[src/rtl/mdio_phy_responder_if.sv]
// MDIO pad and status bundle between an MDIO master (or bench) and the PHY-side responder.
// mdio_i is the resolved pad value; mdio_o/mdio_t are the responder's pad driver controls.
interface mdio_phy_responder_if;
   logic        mdc;
   logic        mdio_i;
   logic        mdio_o;
   logic        mdio_t;
   logic        wr_valid;
   logic [4:0]  wr_addr;
   logic [15:0] wr_data;
   logic        rd_valid;
   logic [7:0]  frame_err_cnt;
   logic        busy;

   modport master (
      output mdc, mdio_i,
      input  mdio_o, mdio_t, wr_valid, wr_addr, wr_data, rd_valid, frame_err_cnt, busy
   );

   modport slave (
      input  mdc, mdio_i,
      output mdio_o, mdio_t, wr_valid, wr_addr, wr_data, rd_valid, frame_err_cnt, busy
   );
endinterface

[src/rtl/mdio_phy_responder.sv]
// Clause-22 MDIO PHY responder: oversamples MDC/MDIO in the clk domain, decodes frames and
// serves a 32 x 16-bit register file (reg2/reg3 hold the read-only PHY ID).
module mdio_phy_responder #(
   parameter logic [4:0]  PHY_ADDR     = 5'b00100,
   parameter logic [31:0] PHY_ID       = 32'h0141_0DD1,
   parameter int unsigned PREAMBLE_LEN = 32
) (
   input logic                  clk,
   input logic                  rst,
   mdio_phy_responder_if.slave  bus
);

   localparam logic [2:0] ST_PRE   = 3'd0;
   localparam logic [2:0] ST_ST    = 3'd1;
   localparam logic [2:0] ST_OP    = 3'd2;
   localparam logic [2:0] ST_PHYAD = 3'd3;
   localparam logic [2:0] ST_REGAD = 3'd4;
   localparam logic [2:0] ST_TA    = 3'd5;
   localparam logic [2:0] ST_WDATA = 3'd6;
   localparam logic [2:0] ST_RDATA = 3'd7;

   logic [2:0]  mdc_sync;
   logic [1:0]  mdio_sync;
   logic        rise, fall, sample;

   logic [2:0]  state_q, state_d;
   logic [5:0]  pre_cnt_q, pre_cnt_d;
   logic [4:0]  bit_cnt_q, bit_cnt_d;
   logic        op_hi_q, op_hi_d;
   logic        is_rd_q, is_rd_d;
   logic        match_q, match_d;
   logic [3:0]  phyad_q, phyad_d;
   logic [4:0]  regad_q, regad_d;
   logic [14:0] shift_q, shift_d;
   logic [15:0] rd_data_q, rd_data_d;
   logic        mdio_t_q, mdio_t_d;
   logic        mdio_o_q, mdio_o_d;
   logic        wr_valid_q, wr_valid_d;
   logic [4:0]  wr_addr_q, wr_addr_d;
   logic [15:0] wr_data_q, wr_data_d;
   logic        rd_valid_q, rd_valid_d;
   logic [7:0]  err_q, err_d;
   logic        busy_q, busy_d;
   logic        commit, frame_err, soft_clr_q;
   logic [15:0] reg_rd;
   logic [15:0] regs [32];

   assign rise   = mdc_sync[1] & ~mdc_sync[2];
   assign fall   = ~mdc_sync[1] & mdc_sync[2];
   assign sample = mdio_sync[1];

   always_ff @(posedge clk or posedge rst) begin
      if (rst) begin
         mdc_sync  <= '0;
         mdio_sync <= 2'b11;
      end else begin
         mdc_sync  <= {mdc_sync[1:0], bus.mdc};
         mdio_sync <= {mdio_sync[0], bus.mdio_i};
      end
   end

   always_comb begin
      case (regad_q)
         5'd2:    reg_rd = PHY_ID[31:16];
         5'd3:    reg_rd = PHY_ID[15:0];
         default: reg_rd = regs[regad_q];
      endcase
   end

   always_comb begin
      state_d    = state_q;
      pre_cnt_d  = pre_cnt_q;
      bit_cnt_d  = bit_cnt_q;
      op_hi_d    = op_hi_q;
      is_rd_d    = is_rd_q;
      match_d    = match_q;
      phyad_d    = phyad_q;
      regad_d    = regad_q;
      shift_d    = shift_q;
      rd_data_d  = rd_data_q;
      mdio_t_d   = mdio_t_q;
      mdio_o_d   = mdio_o_q;
      wr_addr_d  = wr_addr_q;
      wr_data_d  = wr_data_q;
      err_d      = err_q;
      busy_d     = busy_q;
      wr_valid_d = 1'b0;
      rd_valid_d = 1'b0;
      commit     = 1'b0;
      frame_err  = 1'b0;

      case (state_q)
         ST_PRE: if (rise) begin
            if (sample) begin
               pre_cnt_d = (pre_cnt_q == 6'd63) ? pre_cnt_q : pre_cnt_q + 6'd1;
            end else if ({26'd0, pre_cnt_q} >= PREAMBLE_LEN) begin
               state_d   = ST_ST;
               busy_d    = 1'b1;
               pre_cnt_d = '0;
            end else begin
               pre_cnt_d = '0;
            end
         end
         ST_ST: if (rise) begin
            if (sample) begin
               state_d   = ST_OP;
               bit_cnt_d = '0;
            end else begin
               frame_err = 1'b1;
            end
         end
         ST_OP: if (rise) begin
            op_hi_d   = sample;
            bit_cnt_d = bit_cnt_q + 5'd1;
            if (bit_cnt_q == 5'd1) begin
               bit_cnt_d = '0;
               state_d   = ST_PHYAD;
               case ({op_hi_q, sample})
                  2'b10:   is_rd_d = 1'b1;
                  2'b01:   is_rd_d = 1'b0;
                  default: frame_err = 1'b1;
               endcase
            end
         end
         ST_PHYAD: if (rise) begin
            phyad_d   = {phyad_q[2:0], sample};
            bit_cnt_d = bit_cnt_q + 5'd1;
            if (bit_cnt_q == 5'd4) begin
               match_d   = ({phyad_q, sample} == PHY_ADDR);
               bit_cnt_d = '0;
               state_d   = ST_REGAD;
            end
         end
         ST_REGAD: if (rise) begin
            regad_d   = {regad_q[3:0], sample};
            bit_cnt_d = bit_cnt_q + 5'd1;
            if (bit_cnt_q == 5'd4) begin
               bit_cnt_d = '0;
               state_d   = ST_TA;
            end
         end
         ST_TA: if (rise) begin
            if (is_rd_q) begin
               // Snapshot read data at TA bit0 so a concurrent write cannot tear it.
               rd_data_d = reg_rd;
               bit_cnt_d = '0;
               state_d   = ST_RDATA;
            end else if (bit_cnt_q == 5'd0) begin
               if (sample) bit_cnt_d = 5'd1;
               else        frame_err = 1'b1;
            end else if (!sample) begin
               bit_cnt_d = '0;
               state_d   = ST_WDATA;
            end else begin
               frame_err = 1'b1;
            end
         end
         ST_WDATA: if (rise) begin
            shift_d   = {shift_q[13:0], sample};
            bit_cnt_d = bit_cnt_q + 5'd1;
            if (bit_cnt_q == 5'd15) begin
               if (match_q && regad_q != 5'd2 && regad_q != 5'd3) begin
                  commit     = 1'b1;
                  wr_valid_d = 1'b1;
                  wr_addr_d  = regad_q;
                  wr_data_d  = {shift_q, sample};
               end
               bit_cnt_d = '0;
               state_d   = ST_PRE;
               busy_d    = 1'b0;
            end
         end
         ST_RDATA: if (fall) begin
            bit_cnt_d = bit_cnt_q + 5'd1;
            if (bit_cnt_q == 5'd0) begin
               if (match_q) begin
                  mdio_t_d = 1'b0;
                  mdio_o_d = 1'b0;
               end
            end else if (bit_cnt_q <= 5'd16) begin
               if (match_q) mdio_o_d = rd_data_q[15];
               rd_data_d = {rd_data_q[14:0], 1'b0};
            end else begin
               mdio_t_d   = 1'b1;
               mdio_o_d   = 1'b1;
               rd_valid_d = match_q;
               bit_cnt_d  = '0;
               state_d    = ST_PRE;
               busy_d     = 1'b0;
            end
         end
         default: state_d = ST_PRE;
      endcase

      if (frame_err) begin
         err_d     = (err_q == 8'hFF) ? err_q : err_q + 8'd1;
         mdio_t_d  = 1'b1;
         mdio_o_d  = 1'b1;
         state_d   = ST_PRE;
         pre_cnt_d = '0;
         bit_cnt_d = '0;
         busy_d    = 1'b0;
      end
   end

   always_ff @(posedge clk or posedge rst) begin
      if (rst) begin
         state_q    <= ST_PRE;
         pre_cnt_q  <= '0;
         bit_cnt_q  <= '0;
         op_hi_q    <= 1'b0;
         is_rd_q    <= 1'b0;
         match_q    <= 1'b0;
         phyad_q    <= '0;
         regad_q    <= '0;
         shift_q    <= '0;
         rd_data_q  <= '0;
         mdio_t_q   <= 1'b1;
         mdio_o_q   <= 1'b1;
         wr_valid_q <= 1'b0;
         wr_addr_q  <= '0;
         wr_data_q  <= '0;
         rd_valid_q <= 1'b0;
         err_q      <= '0;
         busy_q     <= 1'b0;
      end else begin
         state_q    <= state_d;
         pre_cnt_q  <= pre_cnt_d;
         bit_cnt_q  <= bit_cnt_d;
         op_hi_q    <= op_hi_d;
         is_rd_q    <= is_rd_d;
         match_q    <= match_d;
         phyad_q    <= phyad_d;
         regad_q    <= regad_d;
         shift_q    <= shift_d;
         rd_data_q  <= rd_data_d;
         mdio_t_q   <= mdio_t_d;
         mdio_o_q   <= mdio_o_d;
         wr_valid_q <= wr_valid_d;
         wr_addr_q  <= wr_addr_d;
         wr_data_q  <= wr_data_d;
         rd_valid_q <= rd_valid_d;
         err_q      <= err_d;
         busy_q     <= busy_d;
      end
   end

   // Soft-reset bit reg0[15] is visible on the commit pulse, then clears itself.
   always_ff @(posedge clk or posedge rst) begin
      if (rst) begin
         soft_clr_q <= 1'b0;
         for (int i = 0; i < 32; i++) regs[i] <= '0;
      end else begin
         soft_clr_q <= commit && (regad_q == 5'd0) && shift_q[14];
         if (commit) regs[regad_q] <= {shift_q, sample};
         if (soft_clr_q) regs[0][15] <= 1'b0;
      end
   end

   assign bus.mdio_o        = mdio_o_q;
   assign bus.mdio_t        = mdio_t_q;
   assign bus.wr_valid      = wr_valid_q;
   assign bus.wr_addr       = wr_addr_q;
   assign bus.wr_data       = wr_data_q;
   assign bus.rd_valid      = rd_valid_q;
   assign bus.frame_err_cnt = err_q;
   assign bus.busy          = busy_q;

endmodule

[src/flat_wrapper.sv]
// flat-port wrapper written by rule: the top's interface ports become plain ports
module mdio_phy_responder_flat 
#(
   parameter logic [4:0]  PHY_ADDR     = 5'b00100,
   parameter logic [31:0] PHY_ID       = 32'h0141_0DD1,
   parameter int unsigned PREAMBLE_LEN = 32
)
  (clk, rst, bus_mdc, bus_mdio_i, bus_mdio_o, bus_mdio_t, bus_wr_valid, bus_wr_addr, bus_wr_data, bus_rd_valid, bus_frame_err_cnt, bus_busy);
  mdio_phy_responder_if bus_i ();
  input logic clk;
  input logic rst;
  input wire logic [$bits(bus_i.mdc)-1:0] bus_mdc;
  input wire logic [$bits(bus_i.mdio_i)-1:0] bus_mdio_i;
  output wire logic [$bits(bus_i.mdio_o)-1:0] bus_mdio_o;
  output wire logic [$bits(bus_i.mdio_t)-1:0] bus_mdio_t;
  output wire logic [$bits(bus_i.wr_valid)-1:0] bus_wr_valid;
  output wire logic [$bits(bus_i.wr_addr)-1:0] bus_wr_addr;
  output wire logic [$bits(bus_i.wr_data)-1:0] bus_wr_data;
  output wire logic [$bits(bus_i.rd_valid)-1:0] bus_rd_valid;
  output wire logic [$bits(bus_i.frame_err_cnt)-1:0] bus_frame_err_cnt;
  output wire logic [$bits(bus_i.busy)-1:0] bus_busy;
  assign bus_i.mdc = bus_mdc;
  assign bus_i.mdio_i = bus_mdio_i;
  assign bus_mdio_o = bus_i.mdio_o;
  assign bus_mdio_t = bus_i.mdio_t;
  assign bus_wr_valid = bus_i.wr_valid;
  assign bus_wr_addr = bus_i.wr_addr;
  assign bus_wr_data = bus_i.wr_data;
  assign bus_rd_valid = bus_i.rd_valid;
  assign bus_frame_err_cnt = bus_i.frame_err_cnt;
  assign bus_busy = bus_i.busy;
  mdio_phy_responder #(.PHY_ADDR(PHY_ADDR), .PHY_ID(PHY_ID), .PREAMBLE_LEN(PREAMBLE_LEN)) u_core (.clk(clk), .rst(rst), .bus(bus_i));
endmodule
[config.mk]
export PLATFORM = sky130hd
export DESIGN_NAME = mdio_phy_responder_flat
export DESIGN_NICKNAME = d
export VERILOG_FILES = /design/src/rtl/mdio_phy_responder_if.sv /design/src/rtl/mdio_phy_responder.sv /design/src/flat_wrapper.sv
export SDC_FILE = /design/constraint.sdc
export NUM_CORES = 1
export LEC_CHECK = 0
export CORE_MARGIN = 2
export CORE_UTILIZATION = 65
export DETAILED_ROUTE_END_ITERATION = 8
export PLACE_DENSITY = 0.94
export SLEW_MARGIN = 30
export SYNTH_ARGS = -nofsm -noshare
export SYNTH_HDL_FRONTEND = slang
export SYNTH_SLANG_ARGS = --single-unit
[constraint.sdc]
create_clock -name clk -period 43.6 [get_ports clk]
set_input_delay 6.54 -clock clk [delete_from_list [all_inputs] [get_ports clk]]
set_output_delay 6.54 -clock clk [all_outputs]
set_load 0.02 [all_outputs]
After elaboration in Yosys (flattened, before gate mapping) --
Cells that the tools add are included.
Cells by class: $add $sub $neg 3, magnitude comparators 4, eq/ne operators 50, mux-type cells 101, bitwise operators 6, reductions and logical operators 34
Operators with widths (count):
- $bwmux 512 | 1
- $mux 512 | 1
- $mux 16 | 8
- $mux 5 | 17
- $bmux 16 s5 | 1
- $demux 16 s5 | 1
- $pmux 16 s2 | 2
- $mux 3 | 21
- $ne 3x1->1 const B | 18
- $mux 1 | 39
- $mux 6 | 5
- $pmux 5 s6 | 1
- $pmux 3 s8 | 1
- $reduce_and 19->1 | 1
- $reduce_and 4->1 | 4
- $ne 5x2->1 const B | 3
- $reduce_bool 2->1 | 7
- $eq 3x3->1 const B | 4
- $ge 6x6->1 const B | 2
- $eq 5x2->1 const B | 2
- $eq 5x3->1 const B | 2
- $logic_not 5->1 | 2
- $reduce_and 10->1 | 1
- $reduce_and 2->1 | 5
- other kinds (33) | 49
Storage, ports and cells: flip-flop bits (word level) 609, input port bits 4, logic and storage cells 252

Logic depth before layout (Yosys ltp) --
depth after elaboration 9, gate-level depth with buffers 11, mapped depth without buffers 10

Worst setup path before layout --
No wires, ideal clock.
path kind register to output, from reg u_core.mdio_o_q, in the netlist u_core.bus.mdio_o, to out bus_mdio_o, arrival time 0.563 ns, required time 37.060 ns, slack 36.497 ns, stages on the path, launching flop included 1, buffers on the path 0, cells stage by stage dfstp_2
RTL lines:
- start, declared | line mdio_phy_responder.sv:37 | logic mdio_o_q, mdio_o_d;
- start signal, assigned | line mdio_phy_responder.sv:238 | mdio_o_q <= mdio_o_d;
- end, declared | line flat_wrapper.sv:14 | output wire logic [$bits(bus_i.mdio_o)-1:0] bus_mdio_o;
No word-level cell between the ends.

==> results.sh <==
export IMPL_status="complete, no violations"
export IMPL_seqPwrFrac=0.517
export IMPL_num_rows=75
export IMPL_start_util=0.655
export IMPL_die_h_microns=209
export IMPL_critPathBufInv=4
export IMPL_top_layer="met4"
export IMPL_cts_tree="yes"
export IMPL_via_per_inst=6.97
export IMPL_synth_edf_count=0
export IMPL_maxSlewViolCount=0
export IMPL_fin_tns_setup_ns=0
export IMPL_fillers=2372
export IMPL_clk_latency_ns=0.63
export IMPL_place_gp_congestion=0.903
export IMPL_cts_buffers=57
export IMPL_synth_seq_cells=607
export IMPL_final_min_clock_period_ns=8.42
export IMPL_area_growth_pct=9.48
export IMPL_antennaDiodeCount=0
export IMPL_hold_path_endpoint="u_core.mdc_sync[1]$_DFF_PP0_"
export IMPL_clkSlewWorstSetupHoldPaths_ns=0.06
export IMPL_postCtsSetupRepairBufs=0
export IMPL_critPathKind="in -> async"
export IMPL_critPathCaptureType="asynchronous set/reset pin"
export IMPL_ys_warn_count=0
export IMPL_r2r_cells=6
export IMPL_worst_ep_required_time_ns=44.25
export IMPL_ir_worst_vdd_mv=0.0372
export IMPL_grt_max_degree=196
export IMPL_wl_met2_mm=31.4
export IMPL_max_cap_violations=0
export IMPL_path_cells="clkdlybuf4s50_1 > clkinv_8 > buf_12 > buf_6"
export IMPL_cts_max_path_buffers=3
export IMPL_clock_sinks=607
export IMPL_ys_flop_type="dfrtp_1"
export IMPL_slowest_stage="buf_6"
export IMPL_grt_overflow_total=0
export IMPL_cts_hold_buf=0
export IMPL_num_nets_final=1761
export IMPL_clockRootBuffer="clkbuf_16"
export IMPL_holdCritStartpoint="u_core.mdc_sync[0]$_DFF_PP0_"
export IMPL_async_flop_share=1.00
export IMPL_wl_met3_mm=6.36
export IMPL_num_vias=16300
export IMPL_final_common_cell="dfrtp_1"
export IMPL_p_sw_frac=0.214
export IMPL_avgSynthCellArea_sq_um=15.1
export IMPL_multiInputGateArea_sq_mm=0.0113
export IMPL_synthCells=1807
export IMPL_track_usage=0.316
export IMPL_combPwrFrac=0.017
export IMPL_max_stage_delay_ns=0.69
export IMPL_clkPwrFrac=0.466
export IMPL_fin_skew_ns=0.0176
export IMPL_synth_cell_types=72
export IMPL_drc=0
export IMPL_r2r_end="u_core.rd_data_q[15]$_DFFE_PP0P_"
export IMPL_finalPower_mw=1.10
export IMPL_tightest_slew_ns=1.07
export IMPL_io_buffers=37
export IMPL_holdPathStages=0
export IMPL_start_kind="primary input"
export IMPL_ant_nets=0
export IMPL_wire_per_inst_microns=28.7
export IMPL_coreArea_sq_mm=0.0417
export IMPL_dr_pass1_iters=5
export IMPL_path_max_fanout=152
export IMPL_p_per_area_mw_per_mm2=36.8
export IMPL_dp_cells=2225
export IMPL_grt_antenna_before_repair=0
export IMPL_die_area_sq_mm=0.0436
export IMPL_syn_num_nets=1822
export IMPL_fin_cells=2332
export IMPL_dieWidth_microns=209
export IMPL_hpwl_mm=38.5
export IMPL_h_tree_depth=2
export IMPL_setup_viol=0
export IMPL_slew_headroom=0.288
export IMPL_r2r_start="u_core.regad_q[0]$_DFFE_PP0P_"
export IMPL_rrSetupSlack_ns=39.48
export IMPL_crit_arrival_ns=9.06
export IMPL_layout_area_seq_sq_mm=0.0152
export IMPL_pin_count=38
export IMPL_fmax_mhz=119
export IMPL_p_int_mw=0.865
export IMPL_critPathTopFamily="buffers and inverters"
export IMPL_wl_mm=66.9
export IMPL_hold_path_class="reg -> reg"
export IMPL_grt_setup_unrepaired="no"
export IMPL_ctsResizeCount=0
export IMPL_layout_common_cells="dfrtp_1, mux2_2, mux4_2, a22oi_1, clkbuf_16"
export IMPL_power_leakage_nw=14.1
export IMPL_grt_first_pass_wirelength_mm=104
export IMPL_hold_violations=0
export IMPL_switching_power_mw=0.235
export IMPL_period_share=0.193
export IMPL_routedLengthMet1_mm=25.6
export IMPL_grt_pass1_vias=17400
export IMPL_syn_area_sq_mm=0.0273
export IMPL_first_iter_violations=1631
export IMPL_layout_drive_gt1_share=0.472
export IMPL_seq_area_frac_synth=0.557
-- flip-flops by register name, indices dropped and copies added, names as in the netlist --
register and flops:
u_core.state_q 3, u_core.is_rd_q 1, u_core.rd_data_q 16, u_core.mdio_sync 2, u_core.regad_q 5, u_core.bus.rd_valid 1, u_core.shift_q 15, u_core.bus.wr_data 16
u_core.bus.mdio_t 1, u_core.bus.wr_addr 5, u_core.op_hi_q 1, u_core.bit_cnt_q 5, u_core.pre_cnt_q 6, u_core.bus.mdio_o 1, u_core.bus.wr_valid 1, u_core.regs 510
u_core.bus.frame_err_cnt 8, u_core.phyad_q 4, u_core.match_q 1, u_core.bus.busy 1, u_core.soft_clr_q 1, u_core.mdc_sync 3
-- cells by family (layout without fill, tap and decap cells) --
logic type / count (synthesis) / in the layout / share of synthesized area
mux: 662 / 662 / 0.325
fa+ha+maj: 11 / 11 / 0.00504
compound gates: 133 / 133 / 0.0369
flops: 607 / 607 / 0.557
buf+inv: 203 / 189 / 0.0325
xor+xnor: 9 / 9 / 0.00289
simple gates: 182 / 182 / 0.0408
-- routing by layer --
layer  vias up  global-route usage
met2       854               0.487
li1       6566                   -
met5         -                   0
met4         0               0.155
met3       255              0.0784
met1      8587               0.428
-- power groups by stage --
stage / Combinational, mW / Sequential [mW] / Clock (mW)
after global routing: 0.0223 / 0.568 / 0.539
after CTS: 0.0192 / 0.568 / 0.516
after global placement: 0.0182 / 0.579 / 0
after detailed placement: 0.0191 / 0.579 / 0
final: 0.0189 / 0.568 / 0.512
after floorplan: 0.0135 / 0.579 / 0
-- stage by stage --
step / cell area (sq um) / setup WS (ns) / utilization / hold slack [ns]
after global placement: 27800 / 33.77 / 0.667 / 0.348
after floorplan: 27300 / 20.07 / - / 0.331
after CTS: 29800 / 34.65 / 0.716 / 0.362
after global routing: 29900 / 34.78 / 0.717 / 0.368
final: 29900 / 35.18 / 0.717 / 0.358
after detailed placement: 27900 / 34.00 / 0.669 / 0.338
-- cell type report --
type,count,share of cell area
well taps,539,0.0226
clock buffers,82,0.0569
flip-flops and latches,607,0.509
clock inverters,24,0.00804
multi-input cells,997,0.379
repair buffers,67,0.0216
inverters,16,0.00243
-- worst reg2reg max path, cell delays in order, from the launching register on --
cell and delay [ns]:
dfrtp_4 0.71, buf_4 0.73, buf_4 0.83, mux4_2 0.64
a22oi_1 0.44, nand4_1 0.27, a221o_1 0.38
-- Yosys cell counts, types with 2 or more instances --
master | number | share of area
dfrtp_1 | 603 | 0.55
mux2_2 | 529 | 0.22
mux4_2 | 127 | 0.10
clkbuf_1 | 119 | 0.016
a22oi_1 | 60 | 0.017
buf_2 | 45 | 0.0083
nand2_1 | 32 | 0.0044
nor2_1 | 20 | 0.0028
inv_1 | 16 | 0.0022
nand4_1 | 16 | 0.0037
and3_1 | 14 | 0.0032
buf_4 | 14 | 0.0039
nand3_1 | 14 | 0.0026
nor2b_1 | 13 | 0.0030
o21ai_0 | 13 | 0.0024
a221o_1 | 11 | 0.0040
ha_1 | 11 | 0.0050
a21oi_1 | 10 | 0.0018
nand2b_1 | 8 | 0.0018
nor3_1 | 8 | 0.0015
xor2_1 | 8 | 0.0026
buf_1 | 7 | 0.00096
nand2_2 | 7 | 0.0016
and3b_1 | 6 | 0.0019
mux2i_1 | 6 | 0.0022
nand3b_1 | 6 | 0.0017
nor3b_1 | 6 | 0.0017
o31ai_1 | 5 | 0.0014
a22o_1 | 4 | 0.0013
a31oi_1 | 4 | 0.00092
dfstp_2 | 4 | 0.0039
nor3_4 | 4 | 0.0024
a2bb2oi_1 | 3 | 0.00096
and2_1 | 3 | 0.00069
nor4_1 | 3 | 0.00069
o22ai_1 | 3 | 0.00069
or4_1 | 3 | 0.00083
and4_1 | 2 | 0.00064
buf_6 | 2 | 0.00083
nand4b_1 | 2 | 0.00064
nor4b_1 | 2 | 0.00064
nor4bb_1 | 2 | 0.00073
o211ai_1 | 2 | 0.00055
o22a_1 | 2 | 0.00064
-- how the worst max path moves through the flow --
| stage | startpoint | end | slack [ns] | cells past startpoint |
|---|---|---|---|---|
| 6_report | rst | u_core.regs[417]$_DFFE_PP0P_ | 35.18 | 4 |
| 5_1_grt | rst | u_core.regs[466]$_DFFE_PP0P_ | 34.78 | 4 |
| 4_1_cts | rst | u_core.regs[466]$_DFFE_PP0P_ | 34.65 | 4 |
| 3_5_place_dp | rst | u_core.regs[113]$_DFFE_PP0P_ | 34.00 | 4 |
| 3_3_place_gp | rst | u_core.regs[65]$_DFFE_PP0P_ | 33.77 | 4 |
| 2_1_floorplan | rst | u_core.bit_cnt_q[0]$_DFFE_PP0P_ | 20.07 | 1 |
Note: power is estimated with default switching activity, not from simulation.
